$ cat src/rtl/fifo_burst_reader.sv
// Pulls words from a synchronous FIFO in bursts of up to BURST_LEN and streams them
// out with first/last framing; an idle timer flushes partial bursts that wait too long.
module fifo_burst_reader #(
  parameter int DATA_W    = 16,
  parameter int COUNT_W   = 6,
  parameter int BURST_LEN = 8,
  parameter int TIMEOUT   = 64
) (
  input  logic               clk,
  input  logic               rst,
  input  logic [DATA_W-1:0]  fifo_data,
  input  logic               fifo_empty,
  input  logic [COUNT_W-1:0] fifo_count,
  output logic               fifo_rd_en,
  output logic [DATA_W-1:0]  m_data,
  output logic               m_valid,
  input  logic               m_ready,
  output logic               m_first,
  output logic               m_last,
  output logic               busy
);
  // state | meaning
  // IDLE  | no burst in progress; idle timer watches for a stale partial burst
  // READ  | issuing FIFO reads for the current burst
  // DRAIN | all reads issued; emptying the output buffer

  localparam int                 TMR_W     = $clog2(TIMEOUT);
  localparam logic [TMR_W-1:0]   TMR_MAX   = TMR_W'(TIMEOUT - 1);
  localparam logic [COUNT_W-1:0] BURST_CNT = COUNT_W'(BURST_LEN);

  typedef enum logic [1:0] {IDLE, READ, DRAIN} state_t;

  typedef struct packed {
    logic              first;
    logic              last;
    logic [DATA_W-1:0] data;
  } entry_t;

  state_t             state_q, state_d;
  logic [TMR_W-1:0]   tmr_q, tmr_d;
  logic [COUNT_W-1:0] burst_len_q, burst_len_d;
  logic [COUNT_W-1:0] reads_left_q, reads_left_d;
  logic               infl_q, infl_first_q, infl_last_q;
  entry_t             buf_q [3];
  entry_t             buf_d [3];
  logic [1:0]         occ_q, occ_d;
  logic [1:0]         occ_after_pop;
  logic               pop;
  logic               start_full;
  logic               start_timeout;
  logic               room_ok;
  entry_t             new_entry;

  assign m_valid = (occ_q != 2'd0);
  assign m_data  = buf_q[0].data;
  assign m_first = buf_q[0].first;
  assign m_last  = buf_q[0].last;
  assign busy    = (state_q != IDLE);

  // occ + inflight must stay below the buffer depth so a returning word always fits
  assign room_ok    = (({1'b0, occ_q} + {2'b00, infl_q}) < 3'd3);
  assign fifo_rd_en = (state_q == READ) && (reads_left_q != '0) && !fifo_empty && room_ok;

  assign start_full    = (fifo_count >= BURST_CNT);
  assign start_timeout = (tmr_q == TMR_MAX) && !fifo_empty;

  always_comb begin
    state_d      = state_q;
    tmr_d        = tmr_q;
    burst_len_d  = burst_len_q;
    reads_left_d = reads_left_q;

    case (state_q)
      IDLE: begin
        if (start_full) begin
          state_d      = READ;
          burst_len_d  = BURST_CNT;
          reads_left_d = BURST_CNT;
          tmr_d        = '0;
        end else if (start_timeout) begin
          state_d      = READ;
          burst_len_d  = fifo_count;
          reads_left_d = fifo_count;
          tmr_d        = '0;
        end else if (fifo_empty) begin
          tmr_d = '0;
        end else if (tmr_q != TMR_MAX) begin
          tmr_d = tmr_q + 1'b1;
        end
      end
      READ: begin
        tmr_d = '0;
        if (reads_left_q == '0) begin
          state_d = DRAIN;
        end else if (fifo_rd_en) begin
          reads_left_d = reads_left_q - 1'b1;
        end
      end
      DRAIN: begin
        tmr_d = '0;
        if (pop && buf_q[0].last) begin
          state_d = IDLE;
        end
      end
      default: begin
        state_d = IDLE;
        tmr_d   = '0;
      end
    endcase
  end

  // Head-at-index-0 shift buffer; vacated slots are zeroed so idle outputs read 0.
  always_comb begin
    pop           = m_valid && m_ready;
    occ_after_pop = occ_q - {1'b0, pop};
    new_entry     = {infl_first_q, infl_last_q, fifo_data};
    for (int i = 0; i < 3; i++) begin
      buf_d[i] = buf_q[i];
    end
    if (pop) begin
      buf_d[0] = buf_q[1];
      buf_d[1] = buf_q[2];
      buf_d[2] = '0;
    end
    if (infl_q) begin
      case (occ_after_pop)
        2'd0:    buf_d[0] = new_entry;
        2'd1:    buf_d[1] = new_entry;
        default: buf_d[2] = new_entry;
      endcase
    end
    occ_d = occ_after_pop + {1'b0, infl_q};
  end

  always_ff @(posedge clk) begin
    if (rst) begin
      state_q      <= IDLE;
      tmr_q        <= '0;
      burst_len_q  <= '0;
      reads_left_q <= '0;
      infl_q       <= 1'b0;
      infl_first_q <= 1'b0;
      infl_last_q  <= 1'b0;
      occ_q        <= 2'd0;
      for (int i = 0; i < 3; i++) begin
        buf_q[i] <= '0;
      end
    end else begin
      state_q      <= state_d;
      tmr_q        <= tmr_d;
      burst_len_q  <= burst_len_d;
      reads_left_q <= reads_left_d;
      infl_q       <= fifo_rd_en;
      infl_first_q <= fifo_rd_en && (reads_left_q == burst_len_q);
      infl_last_q  <= fifo_rd_en && (reads_left_q == COUNT_W'(1));
      occ_q        <= occ_d;
      for (int i = 0; i < 3; i++) begin
        buf_q[i] <= buf_d[i];
      end
    end
  end

endmodule

$ cat config.mk
export PLATFORM = sky130hd
export DESIGN_NAME = fifo_burst_reader
export DESIGN_NICKNAME = d
export VERILOG_FILES = /design/src/rtl/fifo_burst_reader.sv
export SDC_FILE = /design/constraint.sdc
export NUM_CORES = 1
export LEC_CHECK = 0
export CORE_MARGIN = 2
export CORE_UTILIZATION = 45
export DETAILED_ROUTE_END_ITERATION = 10
export PLACE_DENSITY = 0.67
export SETUP_SLACK_MARGIN = 0.15
export SYNTH_ARGS = -nofsm -noshare
export SYNTH_HDL_FRONTEND = slang
export SYNTH_SLANG_ARGS = --single-unit
$ cat constraint.sdc
create_clock -name clk -period 2.5 [get_ports clk]
set_input_delay 0.5 -clock clk [delete_from_list [all_inputs] [get_ports clk]]
set_output_delay 0.5 -clock clk [all_outputs]
set_load 0.05 [all_outputs]
==> results of run 1 <==
[worst max-delay path, delay by kind of cell, from the launching register on]
kind | cells | cell delay, ns
DFF | 1 | 0.34
adders and majority gates | 2 | 0.42
buffers and inverters | 1 | 0.13
AOI/OAI and AO/OA | 2 | 0.58
[cell usage after synthesis, drive strengths merged, types with 2 or more instances]
| master | number | area (µm²) |
|---|---|---|
| dfxtp | 79 | 1580 |
| nand2 | 79 | 299 |
| nor2 | 53 | 199 |
| nand3 | 45 | 225 |
| a311oi | 38 | 333 |
| buf | 29 | 185 |
| a21oi | 25 | 125 |
| clkbuf | 20 | 75.1 |
| ha | 7 | 87.6 |
| inv | 7 | 26.3 |
| nor3 | 7 | 35.0 |
| xnor2 | 6 | 52.6 |
| xor2 | 6 | 52.6 |
| a211oi | 4 | 35.0 |
| and4 | 4 | 35.0 |
| o21ai | 4 | 20.0 |
| nor2b | 3 | 26.3 |
| nor4 | 3 | 25.0 |
| a221oi | 2 | 17.5 |
| a22oi | 2 | 15.0 |
| a31oi | 2 | 12.5 |
| and2 | 2 | 12.5 |
| nand2b | 2 | 12.5 |
[path summary, 6_finish.rpt]
kind | start | cells after the start | end
setup / recovery | occ_q[0]$_SDFF_PP0_ | 5 | fifo_rd_en
hold / removal | tmr_q[0]$_SDFFE_PP0P_ | 1 | tmr_q[0]$_SDFFE_PP0P_
setup reg to reg | occ_q[0]$_SDFF_PP0_ | 8 | reads_left_q[0]$_SDFFE_PP0P_
hold reg to reg | tmr_q[0]$_SDFFE_PP0P_ | 1 | tmr_q[0]$_SDFFE_PP0P_
[area by class of cell]
cell class                      instances  area (µm²)  area share, %
Multi-Input combinational cell        312        1840           41.6
Sequential cell                        79        1590           36.0
Timing Repair Buffer                   64         626           14.1
Tap cell                              102         128           2.88
Clock buffer                            9         124           2.80
Clock inverter                          7        86.3           1.95
Inverter                                7        28.8          0.650
[cell families (layout without fill, tap and decap cells)]
kind of cell             after synthesis  after routing  synth area share (%)
AO/OA/AOI/OAI                         86             86                  18.1
XOR/XNOR                              12             12                  2.86
adder cells (fa/ha/maj)                7              7                  2.38
buffers and inverters                 56             87                  7.80
flip-flops                            79             79                  43.1
AND/OR/NAND/NOR                      207            207                  25.8
[where the power goes]
part / total [µW] / switching (µW) / internal, µW
clock network: 1020 / 531 / 484
registers: 1540 / 139 / 1400
logic: 1630 / 1020 / 616
[through the flow]
step	total power, µW	hold slack, ns
floorplan	2690	0.418
CTS	4210	0.461
global placement	3050	0.436
finish	4190	0.459
detailed placement	3070	0.440
global route	4430	0.494
[timing repair]
action                                  4_1_cts  5_1_grt
pin swaps                                     4        1
setup buffers                                 7        0
resized for setup                            13        1
endpoints found under the setup margin        1        2
[sequential cells by signal, indices dropped and copies added, names as in the netlist, 2 cells and up]
register,cells
buf_q,54
reads_left_q,6
tmr_q,6
state_q,2
burst_len_q,6
occ_q,2
[per-layer routing]
| layer | vias up | wire length (µm) | part of all wire (%) | global-route usage, % |
|---|---|---|---|---|
| li1 | 1615 | - | - | - |
| met1 | 1499 | 3830 | 45 | 24.7 |
| met2 | 78 | 4030 | 48 | 34.6 |
| met3 | 13 | 449 | 5.3 | 5.27 |
| met4 | 0 | 119 | 1.4 | 6.28 |
| met5 | - | 0 | 0 | 0 |
==> results by group, run 1 <==
Routing
  • 1st-iter DRT viols: 147
  • Final WL: 8430 µm
  • Wire per inst: 14.5 µm
  • Vias per inst: 5.53
  • Number of antenna-violating nets in the routed design: 0
  • Residual DRC: 0
  • Total vias in the final route: 3205
  • Pre-antenna DRT Iters: 4

Synthesis
  • Synth Flop Type: dfxtp_1
  • Post-synthesis sequential area ratio: 43.1%
  • Syn nets: 480
  • Avg Cell Area, Syn: 8.22 µm²
  • Ys Warns: 0
  • Post-synth EDFFs: 0
  • Synth unique cells: 47
  • Async set-reset flop share out of synthesis: 0%
  • Mapped Area: 3670 µm²
  • Number of synthesized register bits: 79
  • Post-Synthesis Cells: 447

Floorplan
  • Std cell rows: 32
  • I/O Pins: 47
  • Die Y: 94.3 µm
  • Initial core utilization: 47.0%
  • Die area: 8900 µm²
  • Die W: 94.3 µm
  • Core area: 7810 µm²

Setup path
  • Crit-path max FO: 2
  • Startpoint types: register
  • Worst setup path category: reg2out
  • Crit end category: primary output
  • Crit path max-delay cell type: dfxtp_2
  • CP Data Arrival Time: 1.83 ns
  • Cell Chain, Critical Path: ha_2, ha_4, a211oi_2, o311a_4, buf_12
  • R2R Setup Slk: 0.42 ns
  • Critical path required time: 2.00 ns
  • Max incr delay on CP: 0.34 ns

Power
  • Pwr Density: 946 nW/µm²
  • LEAKAGE: 0.00153 µW
  • VDD IR-drop max: 0.470 mV

STA
  • Slew headroom: 62.5%
  • Clk_skew: 0.00795 ns
  • Setup-failing EPs final: 0
  • Fin. Hold Viols: 0
  • Worst-Margin Slew: 0.563 ns
  • Final worst slack: 0.171 ns
  • Post-route minimum period: 2.33 ns
  • Max frequency: 429 MHz
  • Unrepaired setup endpoints after global routing: yes
  • Setup TNS Final: 0 ns
  • Final Cycle Share: 93.2%
  • Slew Limit Fails: 0

Clock tree
  • Clock Latency Late Sink: 0.36 ns
  • CTS tree: built
  • Clock Tree Buf Depth: 2
  • # hold bufs at CTS: 0
  • Worst-path clk slew: 0.08 ns
  • Root buffer selected by CTS: clkbuf_8
  • H-tree Lvls: 3
  • Total CTS buffers: 9
  • Sink Count: 79

Global route
  • Vias in the first global route: 3114
  • Global-route wire length before repair: 14300 µm
  • Antenna violations before repair: 0
  • GR Util All Layers: 20.1%
  • Pin count of the biggest net entering global routing: 55
  • Total gr overflow: 0

Layout
  • # nets final: 506
  • Design area: 4430 µm²
  • Antenna diodes: 0
  • Commonest non-fill, non-tap cells in the layout: nand2_1 (78), dfxtp_1 (75), nor2_1 (53)
  • Share of layout cells above drive strength 1: 11.7%
  • Commonest non-fill, non-tap cell in the layout: nand2_1
  • Fillers: 726
  • Final Util: 56.7%
  • Non-Filler Instances: 580
  • Synth-to-Final Area Change: 20.5%

Place
  • GP Congestion: 0.799
  • Post-Place Setup Slack: 0.203 ns
  • Detailed placement HPWL: 5210 µm
  • Placed inst area: 4120 µm²
  • Placed Cells incl. Taps: 557
  • IO Port Bufs: 46

Run
  • Number of max-cap violations: 0

Outcome
  • Status: finished clean

Worst hold path
  • Hold WC Path Type: reg2reg
(Power assumes the default switching activity.)
==> run 2: changes to the inputs <==
- clock period: 2.5 -> 2.4 ns (I/O delays scaled with it)
==> run 2 against run 1 <==
Compared with the run above: clock skew increased by 0.0051 ns; power increased by 2.7%; largest power group unchanged; register-to-register slack got worse by 0.06 ns; critical path type unchanged.
==> results by group, run 2 (same netlist as run 1, synthesis figures left out) <==
Floorplan
  • I/O Pins: 47 (unchanged)
  • Core area: 7810 µm² (unchanged)
  • Die area: 8900 µm² (unchanged)
  • Die W: 94.3 µm (unchanged)
  • Std cell rows: 32 (unchanged)
  • Die Y: 94.3 µm (unchanged)
  • Initial core utilization: 47.0% (unchanged)

Global route
  • Pin count of the biggest net entering global routing: 59 (was 55)
  • Total gr overflow: 0 (unchanged)
  • Antenna violations before repair: 0 (unchanged)
  • Global-route wire length before repair: 14300 µm (about the same)
  • GR Util All Layers: 20.1% (about the same)
  • Vias in the first global route: 3022 (was 3114)

STA
  • Max frequency: 442 MHz
  • Hold_ws: 0.459 ns (about the same)
  • Setup TNS Final: 0 ns (unchanged)
  • Setup-failing EPs final: 0 (unchanged)
  • Post-route minimum period: 2.26 ns
  • Unrepaired setup endpoints after global routing: yes (unchanged)
  • Clk_skew: 0.0131 ns (was 0.00795 ns)
  • Fin. Hold Viols: 0 (unchanged)
  • Slew Limit Fails: 0 (unchanged)
  • Worst-Margin Slew: 0.574 ns (was 0.563 ns)
  • Final Cycle Share: 94.2%
  • Slew headroom: 61.7% (was 62.5%)

Routing
  • Residual DRC: 0 (unchanged)
  • 1st-iter DRT viols: 174 (was 147)
  • Number of antenna-violating nets in the routed design: 0 (unchanged)
  • Pre-antenna DRT Iters: 4 (unchanged)
  • Vias per inst: 5.54 (was 5.53)
  • Total vias in the final route: 3254 (was 3205)
  • Wire per inst: 14.4 µm (was 14.5 µm)
  • Final WL: 8480 µm (was 8430 µm)

Setup path
  • Critical Path Start: reads_left_q[1]$_SDFFE_PP0P_ (was occ_q[0]$_SDFF_PP0_)
  • R2R Path Start: reads_left_q[1]$_SDFFE_PP0P_ (was occ_q[0]$_SDFF_PP0_)
  • Buf+Inv Stages, Crit Path: 2 (was 1)
  • Crit path max-delay cell type: or3b_4 (was dfxtp_2)
  • Family with the most delay on the worst path: simple AND/OR/NAND/NOR gates (was compound AO/OA/AOI/OAI gates)
  • Crit-path max FO: 2 (unchanged)
  • Startpoint types: register (unchanged)
  • Max incr delay on CP: 0.38 ns (was 0.34 ns)
  • Cell Chain, Critical Path: inv_4, ha_4, or3b_4, o311a_4, buf_12 (was ha_2, ha_4, a211oi_2, o311a_4, buf_12)
  • Critical path required time: 1.92 ns (was 2.00 ns)
  • Crit end category: primary output (unchanged)
  • CP Data Arrival Time: 1.78 ns (was 1.83 ns)
  • Worst setup path category: reg2out (unchanged)

Run
  • Number of max-cap violations: 0 (unchanged)

Power
  • Pwr Density: 967 nW/µm² (was 946 nW/µm²)
  • LEAKAGE: 0.00154 µW (was 0.00153 µW)
  • VDD IR-drop max: 0.540 mV (was 0.470 mV)

Layout
  • Final Util: 56.9% (was 56.7%)
  • Max FFs per register: 54 (unchanged)
  • Design area: 4450 µm² (was 4430 µm²)
  • Share of layout cells above drive strength 1: 13.0% (was 11.7%)
  • Commonest non-fill, non-tap cell in the layout: nand2_1 (unchanged)
  • Antenna diodes: 0 (unchanged)
  • Synth-to-Final Area Change: 21.1% (was 20.5%)
  • Top reg by flops: buf_q (unchanged)
  • Commonest non-fill, non-tap cells in the layout: nand2_1 (78), dfxtp_1 (75), nor2_1 (53) (unchanged)
  • # nets final: 513 (was 506)

Clock tree
  • Clock Tree Buf Depth: 2 (unchanged)
  • Sink Count: 79 (unchanged)
  • Total CTS buffers: 9 (unchanged)
  • Worst-path clk slew: 0.09 ns (was 0.08 ns)
  • # hold bufs at CTS: 0 (unchanged)
  • Root buffer selected by CTS: clkbuf_8 (unchanged)
  • Clock Latency Late Sink: 0.35 ns (was 0.36 ns)
  • CTS tree: built (unchanged)
  • H-tree Lvls: 3 (unchanged)

Place
  • Detailed placement HPWL: 5260 µm (was 5210 µm)
  • GP Congestion: 0.822 (was 0.799)
  • Placed inst area: 4140 µm² (was 4120 µm²)
  • IO Port Bufs: 46 (unchanged)

Outcome
  • Status: finished clean (unchanged)

Worst hold path
  • Min-Delay Startpoint: tmr_q[0]$_SDFFE_PP0P_ (unchanged)
  • Hold WC Path Type: reg2reg (unchanged)
## run 2: what timing repair did
item / in CTS / in global routing
setup buffers: 8 / 4
pin swaps: 3 / 4
setup endpoints to repair: 2 / 1
gates resized for setup: 11 / 4
## run 2: worst paths after layout
check                                               to  slack [ns]  cells past startpoint
worst max-delay path                        fifo_rd_en        0.14                      5
worst min-delay path             tmr_q[0]$_SDFFE_PP0P_        0.46                      1
worst max register to register  infl_last_q$_SDFF_PP0_        0.36                      8
worst min register to register   tmr_q[0]$_SDFFE_PP0P_        0.46                      1
## run 2: layout make-up
type / instances / area [µm²]
Tap cell: 102 / 128
Clock buffer: 9 / 124
Sequential cell: 79 / 1590
Timing Repair Buffer: 71 / 674
Inverter: 7 / 31.3
Fill cell: 710 / 3360
Clock inverter: 7 / 55.1
Multi-Input combinational cell: 312 / 1840
## run 2: per-layer routing
metal / up-vias / track usage (%) / share of wire [%]
met2: 102 / 32.4 / 49
li1: 1634 / - / -
met4: 0 / 7.73 / 1.3
met1: 1509 / 26.6 / 45
met3: 9 / 4.15 / 5.3
met5: - / 0 / 0
## run 2: power breakdown
group          switching (µW)  total [µW]  internal, µW
clock network             524         912           388
registers                 148        1610          1460
logic                    1090        1780           693
## run 2: through the flow
step                      std cells  power, µW  worst slack (ns)
after floorplan                 447       2800             0.167
after global placement          559       3190             0.217
after detailed placement        559       3210             0.149
after CTS                       583       4260            0.0910
after global routing            587       4560            0.0970
final                           587       4300             0.140
